**src/rtl/uart_pkg.sv**
```systemverilog
// ============================================================================
// Module : uart_pkg
// Brief  : Shared UART types, constants and the clocks-per-bit helper.
// Rev    : 1.0 - initial release
// ============================================================================
`default_nettype none

package uart_pkg;

    localparam int DATA_BITS = 8;

    typedef enum logic [2:0] {
        IDLE      = 3'd0,
        START     = 3'd1,
        DATA      = 3'd2,
        PARITY    = 3'd3,
        STOP      = 3'd4,
        WAIT_HIGH = 3'd5
    } rx_state_t;

    // Rounded clocks-per-bit; the transmitter uses the same function.
    function automatic int calc_ticks(input int clock_hz, input int baud);
        return (clock_hz + baud / 2) / baud;
    endfunction

endpackage

`default_nettype wire

```
**src/rtl/uart_rx_if.sv**
```systemverilog
// ============================================================================
// Module : uart_rx_if
// Brief  : Receiver-to-consumer bundle: byte, done/error strobes and busy.
// Rev    : 1.0 - initial release
// ============================================================================
`default_nettype none

interface uart_rx_if;
    import uart_pkg::*;

    logic [DATA_BITS-1:0] data;
    logic                 done;
    logic                 busy;
    logic                 error;

    modport master (output data, output done, output busy, output error);
    modport slave  (input  data, input  done, input  busy, input  error);
endinterface

`default_nettype wire

```
**src/rtl/uart_rx_bit_timer.sv**
```systemverilog
// ============================================================================
// Module : bit_timer
// Brief  : Loadable down-counter; strobes for one cycle as it expires.
// Rev    : 1.0 - initial release
// ============================================================================
`default_nettype none

module bit_timer #(
    parameter int CNT_W = 4
) (
    input  wire logic             clk,
    input  wire logic             rst_n,
    input  wire logic             i_load,
    input  wire logic [CNT_W-1:0] i_load_val,
    input  wire logic             i_en,
    output logic                  o_strobe
);

    logic [CNT_W-1:0] r_cnt;

    always_ff @(posedge clk or negedge rst_n) begin
        if (!rst_n) begin
            r_cnt <= '0;
        end else if (i_load) begin
            r_cnt <= i_load_val;
        end else if (i_en && (r_cnt != '0)) begin
            r_cnt <= r_cnt - CNT_W'(1);
        end
    end

    assign o_strobe = i_en && (r_cnt == CNT_W'(1));

endmodule

`default_nettype wire

```
**src/rtl/uart_rx.sv**
```systemverilog
// ============================================================================
// Module : uart_rx
// Brief  : 8N1 UART receiver, LSB first; define UART_RX_PARITY_EN for 8E1.
// Rev    : 1.0 - initial release
// ============================================================================
`default_nettype none

module uart_rx
    import uart_pkg::*;
#(
    parameter int CLOCK_HZ = 10_000_000,
    parameter int BAUD     = 115_200
) (
    input  wire logic clk,
    input  wire logic rst_n,
    input  wire logic i_rx,
    uart_rx_if.master rx_if
);

    localparam int TICKS = calc_ticks(CLOCK_HZ, BAUD);
    localparam int CNT_W = $clog2(TICKS + 1);
    localparam int IDX_W = $clog2(DATA_BITS);

    localparam logic [CNT_W-1:0] c_load_half = CNT_W'(TICKS / 2);
    localparam logic [CNT_W-1:0] c_load_full = CNT_W'(TICKS);
    localparam logic [IDX_W-1:0] c_last_idx  = IDX_W'(DATA_BITS - 1);

    if (TICKS < 4) begin : g_ticks_check
        $error("uart_rx: CLOCK_HZ/BAUD gives fewer than 4 clocks per bit");
    end

    logic [1:0]           r_sync;
    logic                 r_prev;
    logic [2:0]           r_vld;
    logic                 w_rx;
    logic                 w_fall;
    rx_state_t            r_state;
    rx_state_t            w_next;
    logic                 w_load;
    logic [CNT_W-1:0]     w_load_val;
    logic                 w_busy;
    logic                 w_strobe;
    logic                 w_shift;
    logic                 w_done;
    logic                 w_error;
    logic [IDX_W-1:0]     r_idx;
    logic [DATA_BITS-1:0] r_shift;
    logic [DATA_BITS-1:0] r_data;
    logic                 r_done;
    logic                 r_error;
`ifdef UART_RX_PARITY_EN
    logic                 w_par_chk;
    logic                 r_par_err;
`endif

    // r_vld holds off edge detection until the sync chain and r_prev carry real
    // line samples, so a line held low across reset is not seen as a start.
    always_ff @(posedge clk or negedge rst_n) begin
        if (!rst_n) begin
            r_sync <= 2'b11;
            r_prev <= 1'b1;
            r_vld  <= 3'b000;
        end else begin
            r_sync <= {r_sync[0], i_rx};
            r_prev <= r_sync[1];
            r_vld  <= {r_vld[1:0], 1'b1};
        end
    end

    assign w_rx   = r_sync[1];
    assign w_fall = r_vld[2] & r_prev & ~w_rx;
    assign w_busy = (r_state == START) || (r_state == DATA) ||
                    (r_state == PARITY) || (r_state == STOP);

    bit_timer #(
        .CNT_W (CNT_W)
    ) u_bit_timer (
        .clk        (clk),
        .rst_n      (rst_n),
        .i_load     (w_load),
        .i_load_val (w_load_val),
        .i_en       (w_busy),
        .o_strobe   (w_strobe)
    );

    always_ff @(posedge clk or negedge rst_n) begin
        if (!rst_n) begin
            r_state <= IDLE;
        end else begin
            r_state <= w_next;
        end
    end

    always_comb begin
        w_next = r_state;
        case (r_state)
            IDLE:      if (w_fall) w_next = START;
            START:     if (w_strobe) w_next = w_rx ? IDLE : DATA;
            DATA: begin
                if (w_strobe && (r_idx == c_last_idx)) begin
`ifdef UART_RX_PARITY_EN
                    w_next = PARITY;
`else
                    w_next = STOP;
`endif
                end
            end
            PARITY:    if (w_strobe) w_next = STOP;
            STOP:      if (w_strobe) w_next = w_rx ? IDLE : WAIT_HIGH;
            WAIT_HIGH: if (w_rx) w_next = IDLE;
            default:   w_next = IDLE;
        endcase
    end

    always_comb begin
        w_load     = 1'b0;
        w_load_val = c_load_full;
        w_shift    = 1'b0;
        w_done     = 1'b0;
        w_error    = 1'b0;
`ifdef UART_RX_PARITY_EN
        w_par_chk  = 1'b0;
`endif
        case (r_state)
            IDLE: begin
                w_load     = w_fall;
                w_load_val = c_load_half;
            end
            START:  w_load = w_strobe & ~w_rx;
            DATA: begin
                w_load  = w_strobe;
                w_shift = w_strobe;
            end
            PARITY: begin
                w_load = w_strobe;
`ifdef UART_RX_PARITY_EN
                w_par_chk = w_strobe;
`endif
            end
            STOP: begin
                if (w_strobe) begin
`ifdef UART_RX_PARITY_EN
                    w_done  = w_rx & ~r_par_err;
                    w_error = ~w_rx | r_par_err;
`else
                    w_done  = w_rx;
                    w_error = ~w_rx;
`endif
                end
            end
            default: ;
        endcase
    end

    always_ff @(posedge clk or negedge rst_n) begin
        if (!rst_n) begin
            r_idx   <= '0;
            r_shift <= '0;
            r_data  <= '0;
            r_done  <= 1'b0;
            r_error <= 1'b0;
        end else begin
            r_done  <= w_done;
            r_error <= w_error;
            if (r_state == IDLE) begin
                r_idx <= '0;
            end else if (w_shift) begin
                r_shift[r_idx] <= w_rx;
                r_idx          <= r_idx + IDX_W'(1);
            end
            if (w_done) begin
                r_data <= r_shift;
            end
        end
    end

`ifdef UART_RX_PARITY_EN
    // Even parity: data ones plus the parity bit must total an even count.
    always_ff @(posedge clk or negedge rst_n) begin
        if (!rst_n) begin
            r_par_err <= 1'b0;
        end else if (r_state == IDLE) begin
            r_par_err <= 1'b0;
        end else if (w_par_chk) begin
            r_par_err <= (^r_shift) ^ w_rx;
        end
    end
`endif

    assign rx_if.data  = r_data;
    assign rx_if.done  = r_done;
    assign rx_if.busy  = w_busy;
    assign rx_if.error = r_error;

endmodule

`default_nettype wire

```
**src/flat_wrapper.sv**
```systemverilog
// flat-port wrapper written by rule: the top's interface ports become plain ports
module uart_rx_flat import uart_pkg::*;
#(
    parameter int CLOCK_HZ = 10_000_000,
    parameter int BAUD     = 115_200
)
  (clk, rst_n, i_rx, rx_if_data, rx_if_done, rx_if_busy, rx_if_error);
  uart_rx_if rx_if_i ();
  input  wire logic clk;
  input  wire logic rst_n;
  input  wire logic i_rx;
  output wire logic [$bits(rx_if_i.data)-1:0] rx_if_data;
  output wire logic [$bits(rx_if_i.done)-1:0] rx_if_done;
  output wire logic [$bits(rx_if_i.busy)-1:0] rx_if_busy;
  output wire logic [$bits(rx_if_i.error)-1:0] rx_if_error;
  assign rx_if_data = rx_if_i.data;
  assign rx_if_done = rx_if_i.done;
  assign rx_if_busy = rx_if_i.busy;
  assign rx_if_error = rx_if_i.error;
  uart_rx #(.CLOCK_HZ(CLOCK_HZ), .BAUD(BAUD)) u_core (.clk(clk), .rst_n(rst_n), .i_rx(i_rx), .rx_if(rx_if_i));
endmodule
```
**config.mk**
```make
export PLATFORM = sky130hd
export DESIGN_NAME = uart_rx_flat
export DESIGN_NICKNAME = d
export VERILOG_FILES = /design/src/rtl/uart_pkg.sv /design/src/rtl/uart_rx_if.sv /design/src/rtl/uart_rx_bit_timer.sv /design/src/rtl/uart_rx.sv /design/src/flat_wrapper.sv
export SDC_FILE = /design/constraint.sdc
export NUM_CORES = 1
export LEC_CHECK = 0
export ABC_AREA = 1
export BUFFER_PORTS_ARGS = -buffer_cell sky130_fd_sc_hd__buf_2
export CORE_MARGIN = 5
export CORE_UTILIZATION = 35
export DETAILED_ROUTE_END_ITERATION = 6
export PLACE_DENSITY = 0.57
export SLEW_MARGIN = 20
export SYNTH_ARGS = -nofsm -noshare
export SYNTH_HDL_FRONTEND = slang
export SYNTH_SLANG_ARGS = --single-unit
```
**constraint.sdc**
```tcl
create_clock -name clk -period 3.5 [get_ports clk]
set_input_delay 0.7 -clock clk [delete_from_list [all_inputs] [get_ports clk]]
set_output_delay 0.7 -clock clk [all_outputs]
set_load 0.02 [all_outputs]
```
[Word-level counts from Yosys, hierarchy flattened]
Index checks and enable logic that the tools add are counted.
Storage, ports and cells
  logic and storage cells: 69
  input bits: 3
  output and inout bits: 11
  flip-flop bits (word level): 37
Operators by class
  $lt $le $gt $ge: 2
  $add $sub $neg: 2
  bitwise operators: 5
  equality and inequality tests: 13
  mux-type cells: 23
  reductions and logical operators: 14
Operators by type and width (count)
  3-bit 2-to-1 mux: 9
  7-bit 2-to-1 mux: 3
  3-bit one-hot mux with 6 select lines: 1
  2-bit by 1-bit != test with 1-bit output, second input constant: 5
  3-bit == test, second input constant: 3
  8-bit bitwise mux: 1
  7-bit by 1-bit == test with 1-bit output, second input constant: 1
  7-bit nonzero test: 1
  7-bit by 1-bit subtractor with 7-bit output, second input constant: 1
  3-bit by 2-bit == test with 1-bit output, second input constant: 2
  1-bit 2-to-1 mux: 6
  6-bit AND reduction: 1
  1-bit logical AND: 4
  3-bit by 4-bit less-than comparator with 1-bit output, second input constant: 1
  2-bit nonzero test: 2
  3-bit by 1-bit adder with 3-bit output, second input constant: 1
  1-bit bitwise AND: 3
  1-bit demux with 3-bit select: 1
  3-bit by 1-bit == test with 1-bit output, second input constant: 1
  3-bit by 1-bit greater-or-equal comparator with 1-bit output, second input constant: 1
  3-bit logical NOT: 1
  1-bit logical OR: 3
  1-bit one-hot mux with 3 select lines: 1
  2-bit 2-to-1 mux: 1
  other kinds (4): 5

[Logic depth before layout (Yosys ltp)]
  depth after elaboration: 8
  gate-level depth with buffers: 10
  gate-level depth less buffers: 9

[Cells and area by module]
Synthesis repeated with hierarchy kept, for this count alone.
Second synthesis, totals
  cell total of the unflattened synthesis: 225
  area, all modules: 1825.5 um^2
By module, submodules not included
  uart_rx: area an instance 1288.7 um^2, instances 1, seq. area each 754.5 um^2, cells each 147
  bit_timer: area an instance 536.8 um^2, instances 1, seq. area each 175.2 um^2, cells each 78

[Least setup slack after synthesis]
No wires, ideal clock.
  path type: register -> output
  start point: register u_core.r_state[1]
  end point: output port rx_if_busy
  cell stages (with the launch flop): 4
  buffers on the path: 0
  arrival: 834 ps
  data required time: 2800 ps
  path slack: 1966 ps
  cell sequence: dfrtp_1 > nor2_4 > nand2_2 > nand2_4
On the way
  cells in the longest elaborated chain, start to end: 4
  elaborated cells between the ends (all ways): 7
  those cells by class: eq/ne: 4; reduce/logical: 3
Ends and longest elaborated chain
  start, declared: line uart_rx.sv:37  | rx_state_t r_state;
  start signal, assigned: line uart_rx.sv:90  | r_state <= w_next;
  3-bit by 1-bit == test with 1-bit output / 3-bit by 2-bit == test with 1-bit output (equally long branches): line uart_rx.sv:72  | assign w_busy = (r_state == START) || (r_state == DATA) ||
  1-bit logical OR (2 in series): line uart_rx.sv:72
  1-bit logical OR *: line uart_rx.sv:73  | (r_state == PARITY) || (r_state == STOP);
  end, declared: line flat_wrapper.sv:14  | output wire logic [$bits(rx_if_i.busy)-1:0] rx_if_busy;
Mark *: on every way between the ends. The rest lies on a longest branch, timed or not.

[Final worst setup path]
  start point: register u_core.r_state[2]
  end point: output port rx_if_busy
Same word-level chain as after synthesis.

==> results.md <==
- Die Width: 83.4 microns
- Slew headroom: between 40 and 50%
- Most area-consuming cells after synthesis: dfrtp_1, nand2_1, inv_1, nand3_1, dfstp_2
- DRC viols: 0
- Starting Density: between 30% and 40%
- # nets final: around 240
- GP Congestion: ~0.75
- Setup Fix Bufs, Post-CTS: 0
- GRT overflow: 0
- Share of cells above drive strength 1: between 20% and 30%
- Mapped Area: between 1500 and 2000 sq um
- Min Tclk post-route: around 2100 ps
- Pin count of the biggest net entering global routing: 38
- Maximum VDD drop: roughly 0.28 mV
- Via density per instance: ~4.6
- Detailed placement HPWL: approximately 2500 microns
- CTS Buf Count: 5
- Vias in the first global route: around 1.4k
- Synth warn: 0
- Routed WL: between 3000 and 4000 microns
- # diodes: 0
- Die height: between 80 and 90 microns
- CP max-delay cell: dfrtp_1
- Final Cell Area: 2110 sq um
- Worst setup EP type: output pin
- RSZ-0062 raised after global routing: no
- #FFs+latches synth: 37
- Synth top area share: between 40% and 50%
- Seq/Total Area, Yosys: about half
- Measured slew at the worst slew-check pin: about 800 ps
- Drt pass-1 iters: 4
- Core Box Area: 5170 sq um
- Post_cts resized: 0
- Syn nets: ~220
- Clock buffer depth: 2
- HP Class: reg -> reg
- WL/cell: 11.2 microns
- Status: complete, no violations
- Post-synth EDFFs: 0
- Fraction of registers with async set/reset: 100%
- Reg-to-reg critical path startpoint: u_core.r_state[2]
- Die area: between 6000 and 7000 sq um
- Port buffer count: 13
- Largest area contributor in the netlist: dfrtp_1
- Clock sinks: 37
- Filler cells: 530
- Fin Setup TNS: 0 ps
- Worst-path clk slew: around 70 ps
- Pwr dens: between 700 and 800 nW/um^2
- # rows: 26
- CP max stage delay: approximately 550 ps
- Crit Path Class: reg -> out
- Final hold viol count: 0
- Min-delay src: u_core.r_vld[1]
- First-pass GRT wire length: between 6000 and 7000 microns
- Hold buffers post-CTS: 0
- Total track usage: a little over a tenth
- Initial DRC count: between 60 and 70
- Clk root buf: clkbuf_8
- Post-placement cell count: 290
- ANT nets after route: 0
- # IOs: 14
- CTS tree: done
- Synth-to-layout area growth: 12.0%
- Setup violators final: 0
- LEAKAGE: a little over 0.001 uW
- Fin cells: a little under 300
- Worst Clk Skew: around 7 ps
- Tcrit/Tclk final: about 60%
- Distinct cells, synth: 32
- H-Tree Depth: 2
- Vias after detailed routing: around 1.4k
- Most used DFF post-synth: dfrtp_1
- Cells after Synth: 210
- Critical path arrival: between 1000 and 1500 ps
- Placed cell areas: 2010 sq um
- Worst skew pair latency: between 200 and 300 ps
- CP required: 2800 ps
- Startpoint class of the critical path: register
- Antenna violations before repair: 0
- Slew Limit Fails: 0
- FMAX: roughly 480 MHz
- Max_cap viols: 0
- Synthesized area per cell: roughly 9.0 sq um
- Crit path from: u_core.r_state[2]
- Crit-path cells: inv_1, o21ai_2, nand2_4, buf_2
- Max FO, Critical Path: 8
[worst paths after layout]
kind                                               endpoint  slack [ps]  depth (start not counted)
worst max-delay path                             rx_if_busy        1410                          4
worst min-delay path                        u_core.r_vld[2]         350                          0
worst max register to register  u_core.u_bit_timer.r_cnt[1]        1860                          7
worst min register to register              u_core.r_vld[2]         350                          0
max in group asynchronous                   u_core.r_idx[0]        2510                          1
min in group asynchronous       u_core.u_bit_timer.r_cnt[3]         490                          1
[layout by cell type (no fill, tap or decap)]
master | netlist | layout
nor3_1 | 2 | 2
nand2_1 | 48 | 48
nor2_1 | 12 | 12
xor2_1 | 2 | 2
o21ai_2 | 5 | 5
buf_2 | 1 | 13
a31oi_1 | 3 | 3
nand4_4 | 1 | 1
nand3_2 | 1 | 1
o21ai_0 | 6 | 6
conb_1 | 1 | 1
a21oi_1 | 7 | 7
clkbuf_8 | 0 | 6
o211ai_1 | 2 | 2
clkinv_2 | 0 | 1
o21ai_1 | 6 | 6
ha_1 | 5 | 5
xnor2_1 | 2 | 2
nor2_2 | 3 | 3
nor4_1 | 1 | 1
inv_4 | 1 | 1
nand3_1 | 16 | 16
clkinv_4 | 0 | 1
o21bai_1 | 2 | 2
inv_2 | 3 | 3
nand2_2 | 7 | 7
dfstp_2 | 3 | 3
dfrtp_1 | 34 | 34
nand4_1 | 3 | 3
inv_1 | 22 | 22
nor2_4 | 7 | 7
nand2_4 | 1 | 1
nor3_4 | 1 | 1
[report_power, final]
group,internal (uW),total [uW],switching (uW)
logic,234,685,451
clock network,159,312,153
registers,498,583,84.5
total,891,1580,689
[cells by family after synthesis]
family	after synthesis	share of synthesized area, %
compound gates	31	9.97
other cells	1	0.199
simple gates	103	28.7
flops	37	49.4
buf+inv	29	6.58
fa+ha+maj	5	3.32
xor+xnor	4	1.86
[cell type report]
cell class / count / area [sq um] / share of cell area (%)
flip-flops and latches: 37 / 930 / 44.1
multi-input cells: 144 / 830 / 39.3
inverters: 26 / 100 / 4.75
well taps: 70 / 87.6 / 4.15
clock buffers: 6 / 82.6 / 3.92
repair buffers: 13 / 65.1 / 3.09
clock inverters: 2 / 13.8 / 0.653
[Yosys cell counts (3+ instances only)]
library cell / count
nand2_2: 7
a31oi_1: 3
ha_1: 5
o21ai_1: 6
o21ai_2: 5
dfrtp_1: 34
nand2_1: 48
dfstp_2: 3
a21oi_1: 7
inv_2: 3
nor2_2: 3
nand3_1: 16
o21ai_0: 6
nor2_1: 12
nand4_1: 3
inv_1: 22
nor2_4: 7
[metal layers]
metal / wire length, microns / global-route usage [%] / vias to the layer above
met4: 57 / 4.90 / 0
met2: 1520 / 17.2 / 25
li1: - / - / 714
met3: 133 / 3.07 / 5
met1: 1640 / 13.6 / 613
met5: 0 / 0 / -
[metrics by stage]
stage	total power, uW	setup WS [ps]	util [%]	hold slack (ps)
final	1580	1410	40.8	349
after global routing	1730	1340	40.8	357
after CTS	1600	1400	40.8	352
after detailed placement	1280	1710	38.9	335
after global placement	1270	1760	38.9	332
after floorplan	1140	1970	-	331
[sequential cells by signal, summed over array words and instances (netlist names)]
register                  cells
u_core.u_bit_timer.r_cnt      7
u_core.r_shift                8
u_core.r_sync                 2
u_core.rx_if.done             1
u_core.r_vld                  3
u_core.rx_if.data             8
u_core.r_idx                  3
u_core.r_prev                 1
u_core.r_state                3
u_core.rx_if.error            1
[worst max-delay path, delay by kind of cell (launching register included)]
family / cells / cell delay [ps]
compound gates: 1 / 110
buf+inv: 2 / 340
flops: 1 / 550
simple gates: 1 / 110
No activity file was read; power rests on OpenSTA's default activity.
